File: src/rtl/regfile_wb_arbiter.sv
// -----------------------------------------------------------------------------
// regfile_wb_arbiter
//
// Arbitrates the single register-file write port between the in-order pipeline
// writeback and results from multi-cycle units. Multi-cycle results are held in
// a 2-entry in-order FIFO. By default the pipeline has fixed priority. The FIFO
// head drains whenever the pipeline is not using the port.
//
// Requests to register 0 never occupy the write port. Such a pipeline request
// is accepted immediately. Such a FIFO head is popped immediately. we3 never
// asserts for address 0.
//
// The winner of cycle N is registered and appears on we3/write_addr/wd3 in
// cycle N+1. With no winner, we3 drops and write_addr/wd3 keep their values.
//
// Optional feature (macro WB_STARVE_GUARD_EN):
//   Adds a starvation counter. It counts the cycles in which a non-zero FIFO
//   head loses to the pipeline. Once the count reaches STARVE_LIMIT, the FIFO
//   head is forced through for one cycle. During that cycle p_ready is pulled
//   low for a non-zero pipeline request.
//
// Parameters:
//   ADDRESS_WIDTH - register address width
//   DATA_WIDTH    - write data width
//   STARVE_LIMIT  - lost cycles before the FIFO head is forced (guard only)
//
// Ports:
//   clk, rst                  - clock, synchronous active-high reset
//   p_valid/p_addr/p_data     - pipeline writeback request
//   p_ready                   - pipeline request accepted this cycle
//   m_valid/m_addr/m_data     - multi-cycle result push
//   m_ready                   - FIFO can accept a push
//   we3/write_addr/wd3        - registered register-file write port
//   fifo_count                - FIFO occupancy (0..2)
// -----------------------------------------------------------------------------
module regfile_wb_arbiter #(
    parameter int ADDRESS_WIDTH = 5,
    parameter int DATA_WIDTH    = 32,
    parameter int STARVE_LIMIT  = 4
) (
    input  logic                     clk,
    input  logic                     rst,
    input  logic                     p_valid,
    input  logic [ADDRESS_WIDTH-1:0] p_addr,
    input  logic [DATA_WIDTH-1:0]    p_data,
    output logic                     p_ready,
    input  logic                     m_valid,
    input  logic [ADDRESS_WIDTH-1:0] m_addr,
    input  logic [DATA_WIDTH-1:0]    m_data,
    output logic                     m_ready,
    output logic                     we3,
    output logic [ADDRESS_WIDTH-1:0] write_addr,
    output logic [DATA_WIDTH-1:0]    wd3,
    output logic [1:0]               fifo_count
);

    localparam int DEPTH = 2;

    // FIFO storage. Contents are not reset; reset empties the FIFO through the
    // pointers and the count, so stale entries are never read.
    logic [ADDRESS_WIDTH-1:0] fifo_addr_mem [DEPTH];
    logic [DATA_WIDTH-1:0]    fifo_data_mem [DEPTH];
    logic                     wr_ptr_reg;
    logic                     rd_ptr_reg;
    logic [1:0]               count_reg;
    logic [1:0]               count_next;

    logic                     we3_reg;
    logic [ADDRESS_WIDTH-1:0] write_addr_reg;
    logic [DATA_WIDTH-1:0]    wd3_reg;

    logic                     head_valid;
    logic                     head_zero;
    logic [ADDRESS_WIDTH-1:0] head_addr;
    logic [DATA_WIDTH-1:0]    head_data;
    logic                     p_nonzero;
    logic                     force_fifo;
    logic                     push;
    logic                     pop;
    logic                     p_grant;
    logic                     fifo_grant;

    // The head is taken only from registered state. A push into an empty FIFO
    // therefore becomes grantable one cycle later.
    assign head_valid = (count_reg != 2'd0);
    assign head_addr  = fifo_addr_mem[rd_ptr_reg];
    assign head_data  = fifo_data_mem[rd_ptr_reg];
    assign head_zero  = (head_addr == '0);
    assign p_nonzero  = p_valid && (p_addr != '0);

    // m_ready looks only at the current count. A same-cycle pop does not
    // let a third entry in.
    assign m_ready    = !rst && (count_reg != 2'd2);
    assign push       = m_valid && m_ready;

    assign p_ready    = !rst && !(force_fifo && p_nonzero);
    assign p_grant    = p_nonzero && p_ready;
    assign fifo_grant = !rst && head_valid && !head_zero && !p_grant;
    // A zero-address head is dropped regardless of who owns the port.
    assign pop        = !rst && head_valid && (head_zero || fifo_grant);

`ifdef WB_STARVE_GUARD_EN
    localparam int STARVE_W = (STARVE_LIMIT < 1) ? 1 : $clog2(STARVE_LIMIT + 1);

    logic [STARVE_W-1:0] starve_cnt_reg;

    assign force_fifo = (starve_cnt_reg >= STARVE_W'(STARVE_LIMIT));

    // Counts only cycles in which a real (non-zero) head lost to the pipeline.
    // A forced grant pops the head, so the same rule also clears the counter.
    always_ff @(posedge clk) begin
        if (rst) begin
            starve_cnt_reg <= '0;
        end else if (!head_valid || pop) begin
            starve_cnt_reg <= '0;
        end else if (!head_zero && p_grant) begin
            starve_cnt_reg <= starve_cnt_reg + 1'b1;
        end
    end
`else
    assign force_fifo = 1'b0;
`endif

    always_comb begin
        count_next = count_reg;
        case ({push, pop})
            2'b10:   count_next = count_reg + 2'd1;
            2'b01:   count_next = count_reg - 2'd1;
            default: count_next = count_reg;
        endcase
    end

    always_ff @(posedge clk) begin
        if (rst) begin
            wr_ptr_reg <= 1'b0;
            rd_ptr_reg <= 1'b0;
            count_reg  <= 2'd0;
        end else begin
            count_reg <= count_next;
            if (push) begin
                wr_ptr_reg <= ~wr_ptr_reg;
            end
            if (pop) begin
                rd_ptr_reg <= ~rd_ptr_reg;
            end
        end
    end

    genvar gi;
    generate
        for (gi = 0; gi < DEPTH; gi++) begin : g_fifo_entry
            always_ff @(posedge clk) begin
                if (push && (wr_ptr_reg == 1'(gi))) begin
                    fifo_addr_mem[gi] <= m_addr;
                    fifo_data_mem[gi] <= m_data;
                end
            end
        end
    endgenerate

    // Registered write port. Address and data hold when there is no grant.
    always_ff @(posedge clk) begin
        if (rst) begin
            we3_reg        <= 1'b0;
            write_addr_reg <= '0;
            wd3_reg        <= '0;
        end else if (p_grant) begin
            we3_reg        <= 1'b1;
            write_addr_reg <= p_addr;
            wd3_reg        <= p_data;
        end else if (fifo_grant) begin
            we3_reg        <= 1'b1;
            write_addr_reg <= head_addr;
            wd3_reg        <= head_data;
        end else begin
            we3_reg        <= 1'b0;
        end
    end

    assign we3        = we3_reg;
    assign write_addr = write_addr_reg;
    assign wd3        = wd3_reg;
    assign fifo_count = count_reg;

endmodule
File: config.mk
export PLATFORM = sky130hd
export DESIGN_NAME = regfile_wb_arbiter
export DESIGN_NICKNAME = d
export VERILOG_FILES = /design/src/rtl/regfile_wb_arbiter.sv
export SDC_FILE = /design/constraint.sdc
export NUM_CORES = 1
export LEC_CHECK = 0
export ABC_AREA = 1
export CORE_ASPECT_RATIO = 0.9
export CORE_MARGIN = 2
export CORE_UTILIZATION = 61
export CTS_CLUSTER_SIZE = 14
export DETAILED_ROUTE_END_ITERATION = 10
export DONT_BUFFER_PORTS = 1
export PLACE_DENSITY = 0.79
export SYNTH_ARGS = -nofsm -noshare
export SYNTH_HDL_FRONTEND = slang
export SYNTH_SLANG_ARGS = --single-unit
File: constraint.sdc
create_clock -name clk -period 8.19 [get_ports clk]
set_clock_uncertainty 0.15 [all_clocks]
set_input_delay 1.638 -clock clk [delete_from_list [all_inputs] [get_ports clk]]
set_output_delay 1.638 -clock clk [all_outputs]
set_load 0.1 [all_outputs]
==> impl_results.md <==
- Status: complete, no violations
- Number of flip-flops in the largest register: between 60 and 70
- Die height: 91.92 microns
- Crit-path cells: inv_2
- Post-detailed-routing wire length: 11090 microns
- Leak: 0.002566 uW
- Vias: 3811
- Worst vdd ir: around 0.25 mV
- FMAX: 0.2356 GHz
- Die width: a little over 100 microns
- Post-CTS setup buffer count: 0
- Relative slew slack: approximately 22%
- Avg WL per Cell: 15.47 microns
- Final Setup Violations: 0
- Setup_tns: 0 ns
- Nets: 664
- Met3 Usage GRT: 12.04%
- Max incr delay on CP: a little over 0.8 ns
- Worst-path fanout max: just over 40
- Final core utilization: 69.03%
- Worst-margin pin slew: 1.174 ns
- Worst hold-check path type: reg2reg
- Vias in the first global route: 3457
- Via density: 5.315
- Largest net degree at the start of global routing: 114
- Synth Warn #: 0
- Mapped cell area: approximately 0.0052 sq mm
- Initial DRC Count: 276
- # H-tree levels: 4
- Post_cts resized: 0
- Synth Register Bits: 117
- First-pass GRT wire length: between 15000 and 20000 microns
- Placed Area: 0.005211 sq mm
- Synth Net Count: 681
- Power Dens Cells: 339.9 mW/mm^2
- HPWL after detailed placement: 6641 microns
- Port Buffers: 0
- Layout cells sized above 1: under 10%
- GRT met1 Usage: 30.75%
- Slew Viols, Final: 0
- Worst endpoint data arrival time: 2.46 ns
- Period utilization: 51.82%
- CTS tree: built
- Hold Vio Cnt, Final: 0
- Initial antenna violation count: 0
- Grt peak-use layer: met2
- Family with the most delay on the worst path: buffers and inverters
- Pre-CTS setup slack: 3.474 ns
- Starting Density: 62.01%
- 1st-pass router iterations: 6
- Comb pwr share: 12.5%
- Final instance area: 0.005832 sq mm
- Synth async-reset ratio: 0%
- Clock Latency Late Sink: ~0.52 ns
- Area Growth Syn to Fin: 11.32%
- # hold bufs at CTS: 0
- Clock power frac: 38.7%
- Clk sinks: 117
- Clock slew seen by the registers of the worst setup and hold paths: 0.06 ns
- Cell total after placement: 685
- CTS root buffer: clkbuf_8
- ANT cells: 0
- P_sw: 722.6 uW
- Num CTS Buffers: 17
- Unique masters post-synth: 25
- Met2 GRT Util: 36.46%
- Sequential power share: between 40% and 50%
- Antenna viol nets, final: 0
- Post-synth EDFFs: 74
- Classification of the worst setup path: in2out
- Worst path bufs/invs: 1
- Post-synthesis sequential area ratio: 58.85%
- Core area: 0.008448 sq mm
- Crit. End Element: output port
- CTS max path bufs: 2
- Critical Path RT: 6.40 ns
- Cell Int Power: approximately 1300 uW
- Top FF cell, synth: edfxtp_1
- Crit path max-delay cell type: inv_2
- Startpoint Class: input port
- Number of max-cap violations: 0
- Row cnt: 32
- Global route overflow: 0
- DR DRC count: 0
- Final WS setup: 3.946 ns
- Final GP Congestion: 0.7812
- Die area: 0.009346 sq mm
- Switch share: a little over a third
- Non-filler instance count after layout: 717
- Mapped Cells: 602
- Syn_area_per_cell: roughly 8.7 sq um
- RSZ-0062 raised after global routing: no
- # IOs: 120
- Final worst path period need: 4.244 ns
- Total track usage: 24.54%
## cells in the final DEF, fill, tap and decap left out, types with 5 or more instances in the layout
cell type / count
nand2_1: 222
edfxtp_1: 74
nand3_1: 67
inv_1: 44
dfxtp_1: 43
nor2_1: 42
a21oi_1: 41
clkbuf_16: 16
nand3_2: 6
nand2_2: 5
## power by group through the flow
stage	registers, uW	clock network (uW)	logic, uW
6_report	968	768	247
5_1_grt	974	804	282
4_1_cts	968	776	245
3_5_place_dp	979	0	242
3_3_place_gp	977	0	236
2_1_floorplan	970	0	216
## stage by stage
stage | total power (uW) | hold WS [ns]
after detailed placement | 1222 | 0.3374
after global routing | 2060 | 0.4030
after CTS | 1989 | 0.3503
after global placement | 1213 | 0.3239
after floorplan | 1186 | 0.3100
final | 1982 | 0.3469
## kinds of logic after synthesis
kind of cell | share of synthesized area, %
AND/OR/NAND/NOR | 28.59
XOR/XNOR | 0.1672
flip-flops | 58.85
AO/OA/AOI/OAI | 4.609
adder cells (fa/ha/maj) | 0.2388
buffers and inverters | 7.547
## Yosys cell counts, drive strengths merged, types with 4 or more instances
master  number  area [sq um]
nand2      229         882.1
edfxtp      74          2222
nand3       74         412.9
nor2        48         192.7
inv         46         172.7
dfxtp       43         860.8
a21oi       42         210.2
buf         27         181.4
clkbuf      11         41.29
o21ai        4         23.77
## area by class of cell
class | instances | area (sq um)
tap | 119 | 148.9
inverter | 46 | 172.7
fill | 653 | 2616
clock buffer | 18 | 417.9
clock inverter | 14 | 202.7
sequential | 117 | 3083
multi-input combinational | 401 | 1792
timing repair buffer | 2 | 15.01
## final timing paths
| path | slack [ns] | cells past startpoint | start | endpoint |
|---|---|---|---|---|
| setup / recovery | 3.95 | 1 | rst | p_ready |
| hold / removal | 0.35 | 2 | rd_ptr_reg$_SDFFE_PP0P_ | rd_ptr_reg$_SDFFE_PP0P_ |
| setup reg to reg | 4.79 | 5 | fifo_count[0]$_SDFFE_PP0P_ | fifo_addr_mem[0][1]$_DFFE_PP_ |
| hold reg to reg | 0.35 | 2 | rd_ptr_reg$_SDFFE_PP0P_ | rd_ptr_reg$_SDFFE_PP0P_ |
## routing by layer
layer	vias up	wire length [microns]
met2	166	5074
met1	1706	4541
met5	-	0
met3	22	1270
li1	1917	-
met4	0	206
Power figures use the tool's default switching activity.
